**src/rtl/ps2_rx_fifo.sv**
```systemverilog
// PS/2 keyboard receiver with pin synchronisers, glitch filters, frame checking,
// timeout and a first-word-fall-through scan-code FIFO. Optional prefix folding: PS2_PREFIX_DECODE_EN.
module ps2_rx_fifo #(
  parameter int FILTER_LEN  = 4,
  parameter int FIFO_DEPTH  = 8,
  parameter int TIMEOUT_CYC = 200000
) (
  input  logic                            clk,
  input  logic                            reset,
  input  logic                            ps2_clk,
  input  logic                            ps2_data,
  input  logic                            rd_en,
  output logic                            key_valid,
  output logic [7:0]                      key_data,
  output logic                            key_ext,
  output logic                            key_break,
  output logic [$clog2(FIFO_DEPTH+1)-1:0] fifo_count,
  output logic                            overflow,
  output logic                            frame_err
);

  localparam int FW = $clog2(FILTER_LEN);
  localparam int AW = $clog2(FIFO_DEPTH);
  localparam int CW = $clog2(FIFO_DEPTH + 1);
  localparam int TW = $clog2(TIMEOUT_CYC + 1);
`ifdef PS2_PREFIX_DECODE_EN
  localparam int EW = 10;
`else
  localparam int EW = 8;
`endif

  localparam logic [1:0] ST_IDLE   = 2'd0;
  localparam logic [1:0] ST_DATA   = 2'd1;
  localparam logic [1:0] ST_PARITY = 2'd2;
  localparam logic [1:0] ST_STOP   = 2'd3;

  // Bit 0 carries the PS/2 clock, bit 1 the PS/2 data.
  logic [1:0]    sync1, sync2, filt;
  logic [FW-1:0] fcnt [2];
  logic          filt_clk_d;
  logic          fe, d_bit;

  always_ff @(posedge clk or posedge reset) begin
    if (reset) begin
      sync1      <= 2'b11;
      sync2      <= 2'b11;
      filt       <= 2'b11;
      filt_clk_d <= 1'b1;
      for (int i = 0; i < 2; i++) fcnt[i] <= '0;
    end else begin
      sync1      <= {ps2_data, ps2_clk};
      sync2      <= sync1;
      filt_clk_d <= filt[0];
      for (int i = 0; i < 2; i++) begin
        if (sync2[i] == filt[i]) begin
          fcnt[i] <= '0;
        end else if (fcnt[i] == FW'(FILTER_LEN - 1)) begin
          filt[i] <= sync2[i];
          fcnt[i] <= '0;
        end else begin
          fcnt[i] <= fcnt[i] + FW'(1);
        end
      end
    end
  end

  assign fe    = filt_clk_d & ~filt[0];
  assign d_bit = filt[1];

  logic [1:0]    state;
  logic [2:0]    bit_cnt;
  logic [7:0]    shift_reg;
  logic          par_bit;
  logic [TW-1:0] tcnt;
  logic          timeout, frame_good, err_det;
  logic          byte_evt;
  logic [7:0]    byte_val;

  // Timeout fires one cycle early so the registered error lands TIMEOUT_CYC cycles after the last edge.
  assign timeout    = (state != ST_IDLE) && !fe && (tcnt == TW'(TIMEOUT_CYC - 2));
  assign frame_good = (^shift_reg ^ par_bit) & d_bit;
  assign err_det    = timeout
                    || (fe && state == ST_IDLE && d_bit)
                    || (fe && state == ST_STOP && !frame_good);

  always_ff @(posedge clk or posedge reset) begin
    if (reset) begin
      state     <= ST_IDLE;
      bit_cnt   <= 3'd0;
      shift_reg <= 8'h00;
      par_bit   <= 1'b0;
      tcnt      <= '0;
      byte_evt  <= 1'b0;
      byte_val  <= 8'h00;
      frame_err <= 1'b0;
    end else begin
      frame_err <= err_det;
      byte_evt  <= fe && (state == ST_STOP) && frame_good;
      byte_val  <= shift_reg;
      if (state == ST_IDLE || fe) tcnt <= '0;
      else                        tcnt <= tcnt + TW'(1);
      if (timeout) begin
        state <= ST_IDLE;
      end else if (fe) begin
        case (state)
          ST_IDLE: begin
            if (!d_bit) begin
              state   <= ST_DATA;
              bit_cnt <= 3'd0;
            end
          end
          ST_DATA: begin
            shift_reg <= {d_bit, shift_reg[7:1]};
            bit_cnt   <= bit_cnt + 3'd1;
            if (bit_cnt == 3'd7) state <= ST_PARITY;
          end
          ST_PARITY: begin
            par_bit <= d_bit;
            state   <= ST_STOP;
          end
          default: state <= ST_IDLE;
        endcase
      end
    end
  end

  logic          push_req;
  logic [EW-1:0] push_entry;

`ifdef PS2_PREFIX_DECODE_EN
  logic ext_pend, brk_pend;

  always_comb begin
    push_req   = byte_evt && (byte_val != 8'hE0) && (byte_val != 8'hF0);
    push_entry = {ext_pend, brk_pend, byte_val};
  end

  always_ff @(posedge clk or posedge reset) begin
    if (reset) begin
      ext_pend <= 1'b0;
      brk_pend <= 1'b0;
    end else if (err_det) begin
      ext_pend <= 1'b0;
      brk_pend <= 1'b0;
    end else if (byte_evt) begin
      if (byte_val == 8'hE0) begin
        ext_pend <= 1'b1;
      end else if (byte_val == 8'hF0) begin
        brk_pend <= 1'b1;
      end else begin
        ext_pend <= 1'b0;
        brk_pend <= 1'b0;
      end
    end
  end
`else
  always_comb begin
    push_req   = byte_evt;
    push_entry = byte_val;
  end
`endif

  logic [EW-1:0] mem [FIFO_DEPTH];
  logic [AW-1:0] wr_ptr, rd_ptr;
  logic [CW-1:0] count;
  logic          full, pop, push_ok;
  logic [EW-1:0] head;

  assign full    = (count == CW'(FIFO_DEPTH));
  assign pop     = rd_en && key_valid;
  // A push into a full FIFO still lands when a pop frees the slot in the same cycle.
  assign push_ok = push_req && (!full || pop);

  always_ff @(posedge clk) begin
    if (push_ok) mem[wr_ptr] <= push_entry;
  end

  always_ff @(posedge clk or posedge reset) begin
    if (reset) begin
      wr_ptr   <= '0;
      rd_ptr   <= '0;
      count    <= '0;
      overflow <= 1'b0;
    end else begin
      overflow <= push_req && full && !pop;
      if (push_ok) wr_ptr <= wr_ptr + AW'(1);
      if (pop)     rd_ptr <= rd_ptr + AW'(1);
      case ({push_ok, pop})
        2'b10:   count <= count + CW'(1);
        2'b01:   count <= count - CW'(1);
        default: count <= count;
      endcase
    end
  end

  assign head       = mem[rd_ptr];
  assign key_valid  = (count != '0);
  assign fifo_count = count;
  assign key_data   = key_valid ? head[7:0] : 8'h00;
`ifdef PS2_PREFIX_DECODE_EN
  assign key_break  = key_valid & head[8];
  assign key_ext    = key_valid & head[9];
`else
  assign key_break  = 1'b0;
  assign key_ext    = 1'b0;
`endif

endmodule

```
**config.mk**
```make
export PLATFORM = sky130hd
export DESIGN_NAME = ps2_rx_fifo
export DESIGN_NICKNAME = d
export VERILOG_FILES = /design/src/rtl/ps2_rx_fifo.sv
export SDC_FILE = /design/constraint.sdc
export NUM_CORES = 1
export LEC_CHECK = 0
export ABC_AREA = 1
export CAP_MARGIN = 15
export CORE_ASPECT_RATIO = 1.4
export CORE_MARGIN = 3
export CORE_UTILIZATION = 60
export CTS_BUF_LIST = sky130_fd_sc_hd__clkbuf_2 sky130_fd_sc_hd__clkbuf_4 sky130_fd_sc_hd__clkbuf_8
export DETAILED_ROUTE_END_ITERATION = 16
export GPL_TIMING_DRIVEN = 1
export PLACE_DENSITY = 0.9
export SLEW_MARGIN = 20
export SYNTH_ARGS = -nofsm -noshare
export SYNTH_HDL_FRONTEND = slang
export SYNTH_SLANG_ARGS = --single-unit
export TNS_END_PERCENT = 10
```
**constraint.sdc**
```tcl
create_clock -name clk -period 4.05 [get_ports clk]
set_input_delay 0.81 -clock clk [delete_from_list [all_inputs] [get_ports clk]]
set_output_delay 0.81 -clock clk [all_outputs]
set_load 0.01 [all_outputs]
```
# Yosys cells after proc, flatten, opt, wreduce, memory -nomap -nowiden
# Memories as Yosys holds them, arrays and structs flattened.
# Cells that the tools add are included.
# op_classes
addsub	8
eq_ne	15
muxes	16
bitwise	7
reduce_logical	32
# op_table
operator	count
adder 18 x 1 -> 18 bit, second input constant	1
equality test 18 bit, second input constant	1
2-to-1 mux 18 bit	1
2-to-1 mux 2 bit	8
logical AND 1 bit	11
equality test 2 bit, second input constant	5
adder 3 x 1 -> 3 bit, second input constant	3
AND reduction 3 bit	3
2-to-1 mux 8 bit	1
one-hot mux 4 bit (2 select lines)	1
nonzero test 2 bit	4
XOR reduction 8 bit	1
inequality test 3 bit, second input constant	2
one-hot mux 2 bit (3 select lines)	1
one-hot mux 3 bit (2 select lines)	1
adder 2 x 1 -> 2 bit, second input constant	2
adder 4 x 1 -> 4 bit, second input constant	1
equality test 2 x 1 -> 1 bit, second input constant	2
equality test 4 bit, second input constant	1
zero test 1 bit	4
logical OR 1 bit	4
inverter 1 bit	4
AND reduction 2 bit	2
AND reduction 4 bit	1
other kinds (10)	13
# totals
regBits	64
ramBits	64
inputBits	5
out_inout_bits	17
wordCells	98
n_memories	1
# mem_list
name	words	word_bits	read_ports	rd_clocked_by_memory_dff	write_ports	line_no	rtl
mem	8	8	1	0	1	163	logic [EW-1:0] mem [FIFO_DEPTH];

# Logic depth before layout (Yosys ltp)
# Gate-level depths: netlist of run 1.
# logic_depth
word_depth	7
depth_mapped	16
depth_no_buf	16

# Worst setup path after synthesis of run 1
# OpenSTA, ideal clock, no wires.
# synth_timing
path_kind	input to register
start	input rd_en
end	memory mem[4][0] (enable)
setup_time_ns	0.370
arrival_ns	1.722
t_required_ns	3.680
setup_slack_ns	1.958
stages	5
path_buffers	0
cell_sequence	inv_1 nand3_1 nand2_1 or2_2 nor2_1
# synth_between
elab_chain_cells	5
# synth_lines
element	line_no	rtl
from (decl)	12	input logic rd_en,
logical AND 1 bit	170	assign pop = rd_en && key_valid;
logical OR 1 bit	172	assign push_ok = push_req && (!full || pop);
logical AND 1 bit	172	
2-to-1 mux 1 bit	175	if (push_ok) mem[wr_ptr] <= push_entry;
2-to-1 mux 1 bit (not written as such)	175	
to (decl)	163	
# Every way passes these cells.

# Worst setup path in the final report of run 1
# layout_timing
start	register rd_ptr[1]
end	output key_data[0]
# layout_between
elab_chain_cells	2
# layout_lines
element	line_no	rtl
from (decl)	164	logic [AW-1:0] wr_ptr, rd_ptr;
from (signal assigned)	187	if (pop) rd_ptr <= rd_ptr + AW'(1);
memory read (8 x 8 bit)	--	
2-to-1 mux 8 bit	199	assign key_data = key_valid ? head[7:0] : 8'h00;
to (decl)	14	output logic [7:0] key_data,
# Every way passes these cells.

==> run metrics, run 1 <==
Crit. path cell count 6; MaxCap Viol Count 0; number of flip-flops in the largest register 64; # resized after CTS 0; crit path kind register to output port; Finished Layout Cells 714; DR pass1 iterations 5; Worst EP arrival 2.79 ns; routed vias 4003; Initial Utilization 62.48%; worst r2r dst mem[6][1]; Final period util 88.96%; Largest regs mem (64), tcnt (18); reg2reg path depth 7; Routed Antenna Nets 0; GP Congestion 0.8546; initial antenna violation count 0; peak fanout along the critical path 18; Setup crit start kind register; max incr delay on CP between 0.5 and 0.6 ns; crit path cell chain inv_1, o21ai_0, o22ai_1, o21ai_0, a31oi_1, clkdlybuf4s50_1; largest net degree at the start of global routing 37; row cnt 41; post-synthesis instance total 569; hold-fix buffers at CTS 0; Slew Viols, Final 0; Nets 612; layout cells sized above 1 10.38%; number of global-route vias before repair 4077; Ports 22; PD cells 639.0 mW/mm^2; setup violators final 0; largest cells by area after synthesis edfxtp_1 (34%), dfrtp_1 (25%), nand2_1 (7.0%); Antenna Diode Count 0; crit path buf inv count 2; area share of the largest cell type after synthesis about a third; Worst-path clk slew 0.07 ns; Area Growth Syn to Fin 11.16%; first-pass GRT wire length 17.93 mm; worst skew pair latency 0.44 ns; H-tree depth 4; final hold vios 0; Top FF cell, synth edfxtp_1; die area 0.01073 sq mm; syn avg cell area roughly 10 sq um; DRC 0; Routed WL 10.80 mm; CP max stage cell dfrtp_1; synth warn 0; Top delay family on crit path buffers and inverters; status completed; Synth area leader edfxtp_1; Rel. slew slack approximately two fifths; Req. time, crit path between 3 and 4 ns; Max IR drop VDD 329.8 uV; GRT Total Usage between 20% and 30%; CP Capture Point key_data[0]; HPWL Detailed approximately 7.6 mm; EDFF count, synth 64; CP Launch Point rd_ptr[1]; Tmin final 3.603 ns; DRT iter0 DRCs 250; setup_tns 0 ns; core region area 0.009131 sq mm; R2R Path Start fifo_count[0]; dpl cells 682; Post-CTS Setup Bufs 0; Synth top cells by count nand2_1 (106), nor2_1 (87), edfxtp_1 (64), dfrtp_1 (57), o21ai_0 (57); Synth async-reset ratio 50.00%; synthesized area 0.005705 sq mm; Worst-Margin Slew 0.8780 ns; root buffer cell clkbuf_8; CP most frequent cell o21ai_0; RSZ-0062 raised after global routing no; Worst Setup End Kind output port; hold slack 0.3599 ns; Congestion Overflow GR 0; CTS tree built; reg-to-reg setup timing slack around 1.9 ns; fmax 0.2775 GHz; Wirelength per Cell 15.13 um; Unique masters post-synth 35; worst hold path type register to register; most frequent cell after synthesis nand2_1; Clock Path Buffers 2; Chip Width 88.42 um; Chip Height approximately 120 um; port bufs 19; synthesized flop and latch total 128; most flop-heavy register mem; Vias per Instance 5.606; register area share after synthesis 61.91%; clock sinks ~130; CTS Buf Count 17; clock skew between 0.008 and 0.009 ns; Static Leak 2.605 nW
## per-stage QoR
step                power (W)  setup slack (ns)  cell area, sq um  util [%]
floorplan            0.002597             1.653              5709         -
global placement     0.002948             1.092              5967     65.35
detailed placement   0.003047            0.9494              5967     65.35
CTS                  0.004071            0.4681              6342     69.46
global route         0.004330            0.2758              6342     69.46
finish               0.004052            0.4470              6342     69.46
## how the worst min path moves through the flow
stage             start       end  slack (ns)  cells after the start
4_1_cts        sync1[0]  sync2[0]        0.36                      0
6_report       sync1[0]  sync2[0]        0.36                      0
5_1_grt        sync1[1]  sync2[1]        0.37                      0
3_5_place_dp   sync1[0]  sync2[0]        0.35                      0
2_1_floorplan  sync1[0]  sync2[0]        0.35                      0
3_3_place_gp   sync1[0]  sync2[0]        0.35                      0
## layout make-up
type	count	area [sq um]
Clock buffer	20	256.5
Multi-Input combinational cell	370	1886
Fill cell	628	2789
Timing Repair Buffer	21	205.2
Inverter	56	210.2
Clock inverter	12	118.9
Sequential cell	128	3532
Tap cell	107	133.9
## kinds of logic (layout without fill, tap and decap cells)
logic type	count (synthesis)	in the layout	synth area share (%)
AOI/OAI and AO/OA	83	83	7.939
xor gates and xnor gates	12	12	1.842
adders and majority gates	13	13	2.851
buffers and inverters	72	109	5.110
DFF	128	128	61.91
other	1	2	0.06573
and+or+nand+nor	260	260	20.28
## per-layer routing
layer  vias to the layer above  part of all wire, %  wire length (um)  GRT usage [%]
li1                       1947                    -                 -              -
met1                      1910                   38              4052          23.60
met2                       111                   55              5970          39.09
met3                        35                  4.0               437          6.318
met4                         0                  3.2               344          9.641
met5                         -                    0                 0              0
## cell usage in the layout, fill, tap and decap left out, drive strengths merged, types with 8 or more instances in the layout
| cell type | n |
|---|---|
| inv | 56 |
| nor2 | 94 |
| o22ai | 8 |
| clkinv | 8 |
| nand3 | 22 |
| o21ai | 57 |
| a31oi | 8 |
| nand2 | 113 |
| clkbuf | 20 |
| clkdlybuf4s50 | 19 |
| dfrtp | 57 |
| ha | 13 |
| edfxtp | 64 |
| nor3 | 17 |
## power breakdown
group / switching (W) / leakage (nW) / internal, W
clock network: 0.000470 / 0.189 / 0.000557
registers: 0.000196 / 1.37 / 0.00157
logic: 0.000760 / 1.05 / 0.000496
total: 0.00143 / 2.61 / 0.00263
Note: power is estimated with default switching activity, not from simulation.
==> run 2, diff against run 1 <==
CORE_ASPECT_RATIO = unset   (was 1.4)
==> run 2 against run 1 <==
  * Clock-buffer cell count decreased by 2
  * Critical path depth did not move
  * Sequential power barely moved
  * Routed wire length rose by 9.7%
  * Fmax grew 4.6%
  * Combinational power grew 3%
  * Largest cell class unchanged
  * Sequential cell count did not move
==> run metrics, run 2 (synthesized netlist as in run 1, its figures left out) <==
status completed (unchanged); Congestion Overflow GR 0 (unchanged); first-pass GRT wire length 19.83 mm (was 17.93 mm); Initial Utilization 63.56% (was 62.48%); Final period util 85.02% (was 88.96%); fmax 0.2904 GHz (was 0.2775 GHz); final core utilization 71.47% (was 69.46%); Wirelength per Cell 16.12 um (was 15.13 um); Routed WL 11.85 mm (was 10.80 mm); clock skew 0.01243 ns (was 0.008164 ns); crit path kind register to output port (unchanged); hold-fix buffers at CTS 0 (unchanged); Slew Viols, Final 0 (unchanged); Static Leak 2.624 nW (was 2.605 nW); worst hold path type register to register (unchanged); R2R Path Start fifo_count[0] (unchanged); Worst Setup End Kind output port (unchanged); Chip Width 103.5 um (was 88.42 um); number of flip-flops in the largest register 64 (unchanged); Vias per Instance 5.656 (was 5.606); reg2reg path depth 7 (unchanged); layout cells sized above 1 11.17% (was 10.38%); MaxCap Viol Count 0 (unchanged); Largest regs mem (64), tcnt (18) (unchanged); peak fanout along the critical path 18 (unchanged); H-tree depth 4 (unchanged); root buffer cell clkbuf_8 (unchanged); HPWL Detailed 8.315 mm (was 7.614 mm); Rel. slew slack 39.07% (was 41.40%); CTS Buf Count 17 (unchanged); PD cells 652.3 mW/mm^2 (was 639.0 mW/mm^2); Clock Path Buffers 2 (unchanged); CTS tree built (unchanged); largest net degree at the start of global routing 54 (was 37); DR pass1 iterations 6 (was 5); Req. time, crit path 3.24 ns (about the same); # resized after CTS 0 (unchanged); initial antenna violation count 0 (unchanged); number of global-route vias before repair 4115 (was 4077); most flop-heavy register mem (unchanged); DRT iter0 DRCs 244 (was 250); port bufs 19 (unchanged); worst skew pair latency 0.43 ns (was 0.44 ns); Antenna Diode Count 0 (unchanged); Chip Height 103.5 um (was 121.4 um); DRC 0 (unchanged); GRT Total Usage 23.08% (was 21.95%); CP Launch Point rd_ptr[1] (unchanged); Max IR drop VDD 457.8 uV (was 329.8 uV); GP Congestion 0.9196 (was 0.8546); reg-to-reg setup timing slack 1.81 ns (was 1.93 ns); Area Growth Syn to Fin 12.43% (was 11.16%); Post-DP Area 0.006006 sq mm (was 0.005967 sq mm); hold slack 0.3579 ns (was 0.3599 ns); Post-CTS Setup Bufs 0 (unchanged); Nets 614 (was 612); Ports 22 (unchanged); die area 0.01072 sq mm (was 0.01073 sq mm); Setup crit start kind register (unchanged); Routed Antenna Nets 0 (unchanged); setup violators final 0 (unchanged); final hold vios 0 (unchanged); RSZ-0062 raised after global routing no (unchanged); row cnt 34 (was 41); core region area 0.008976 sq mm (was 0.009131 sq mm); Tmin final 3.443 ns (was 3.603 ns); total power 0.004184 W (was 0.004052 W); clock sinks 128 (unchanged); Worst-Margin Slew 0.9129 ns (was 0.8780 ns); Worst-path clk slew 0.08 ns (was 0.07 ns); commonest cells after routing, fill and taps aside nand2_1 (106), nor2_1 (87), edfxtp_1 (64), o21ai_0 (57), dfrtp_1 (57) (unchanged); commonest non-fill, non-tap cell in the layout nand2_1 (unchanged); routed vias 4157 (was 4003); worst r2r dst mem[4][7] (was mem[6][1]); Worst EP arrival 2.63 ns (was 2.79 ns); setup_tns 0 ns (unchanged); Layout fillers 642 (was 628); CP Capture Point key_data[6] (was key_data[0]); Final Instance Area 0.006415 sq mm (was 0.006342 sq mm)
run 2: layout make-up:
cell class	instances	area, sq um	area share (%)
inverter	56	211.5	3.296
tap	126	157.7	2.458
timing repair buffer	23	220.2	3.433
clock inverter	14	166.4	2.594
sequential	128	3532	55.06
multi-input combinational	370	1886	29.39
clock buffer	18	241.5	3.764
run 2: per-layer routing:
metal	wire, um	track usage, %
met1	4711	28.40
met2	6176	40.09
met3	751	5.970
met4	208	7.407
met5	0	0
run 2: report_power, final:
group | total (W) | switching [W] | internal (W)
logic | 0.00130 | 0.000792 | 0.000505
clock network | 0.00112 | 0.000505 | 0.000615
registers | 0.00177 | 0.000196 | 0.00157
run 2: worst max-delay path, stage by stage, from the launching register on:
cell and delay (ns):
dfrtp_1 0.56, inv_1 0.42, o21ai_0 0.16, o22ai_1 0.17
o21ai_0 0.13, a31oi_1 0.19, clkdlybuf4s50_1 0.56
run 2: worst min path at each step:
stage | start | end | slack (ns) | cells past startpoint
2_1_floorplan | sync1[0] | sync2[0] | 0.35 | 0
6_report | sync1[0] | sync2[0] | 0.36 | 0
3_5_place_dp | sync1[0] | sync2[0] | 0.35 | 0
3_3_place_gp | sync1[1] | sync2[1] | 0.35 | 0
5_1_grt | sync1[1] | sync2[1] | 0.37 | 0
4_1_cts | sync1[0] | sync2[0] | 0.36 | 0
run 2: through the flow:
stage,cells,setup slack [ns]
global placement,703,1.065
finish,735,0.6069
floorplan,570,1.653
detailed placement,703,0.9277
CTS,735,0.5827
global route,735,0.4200
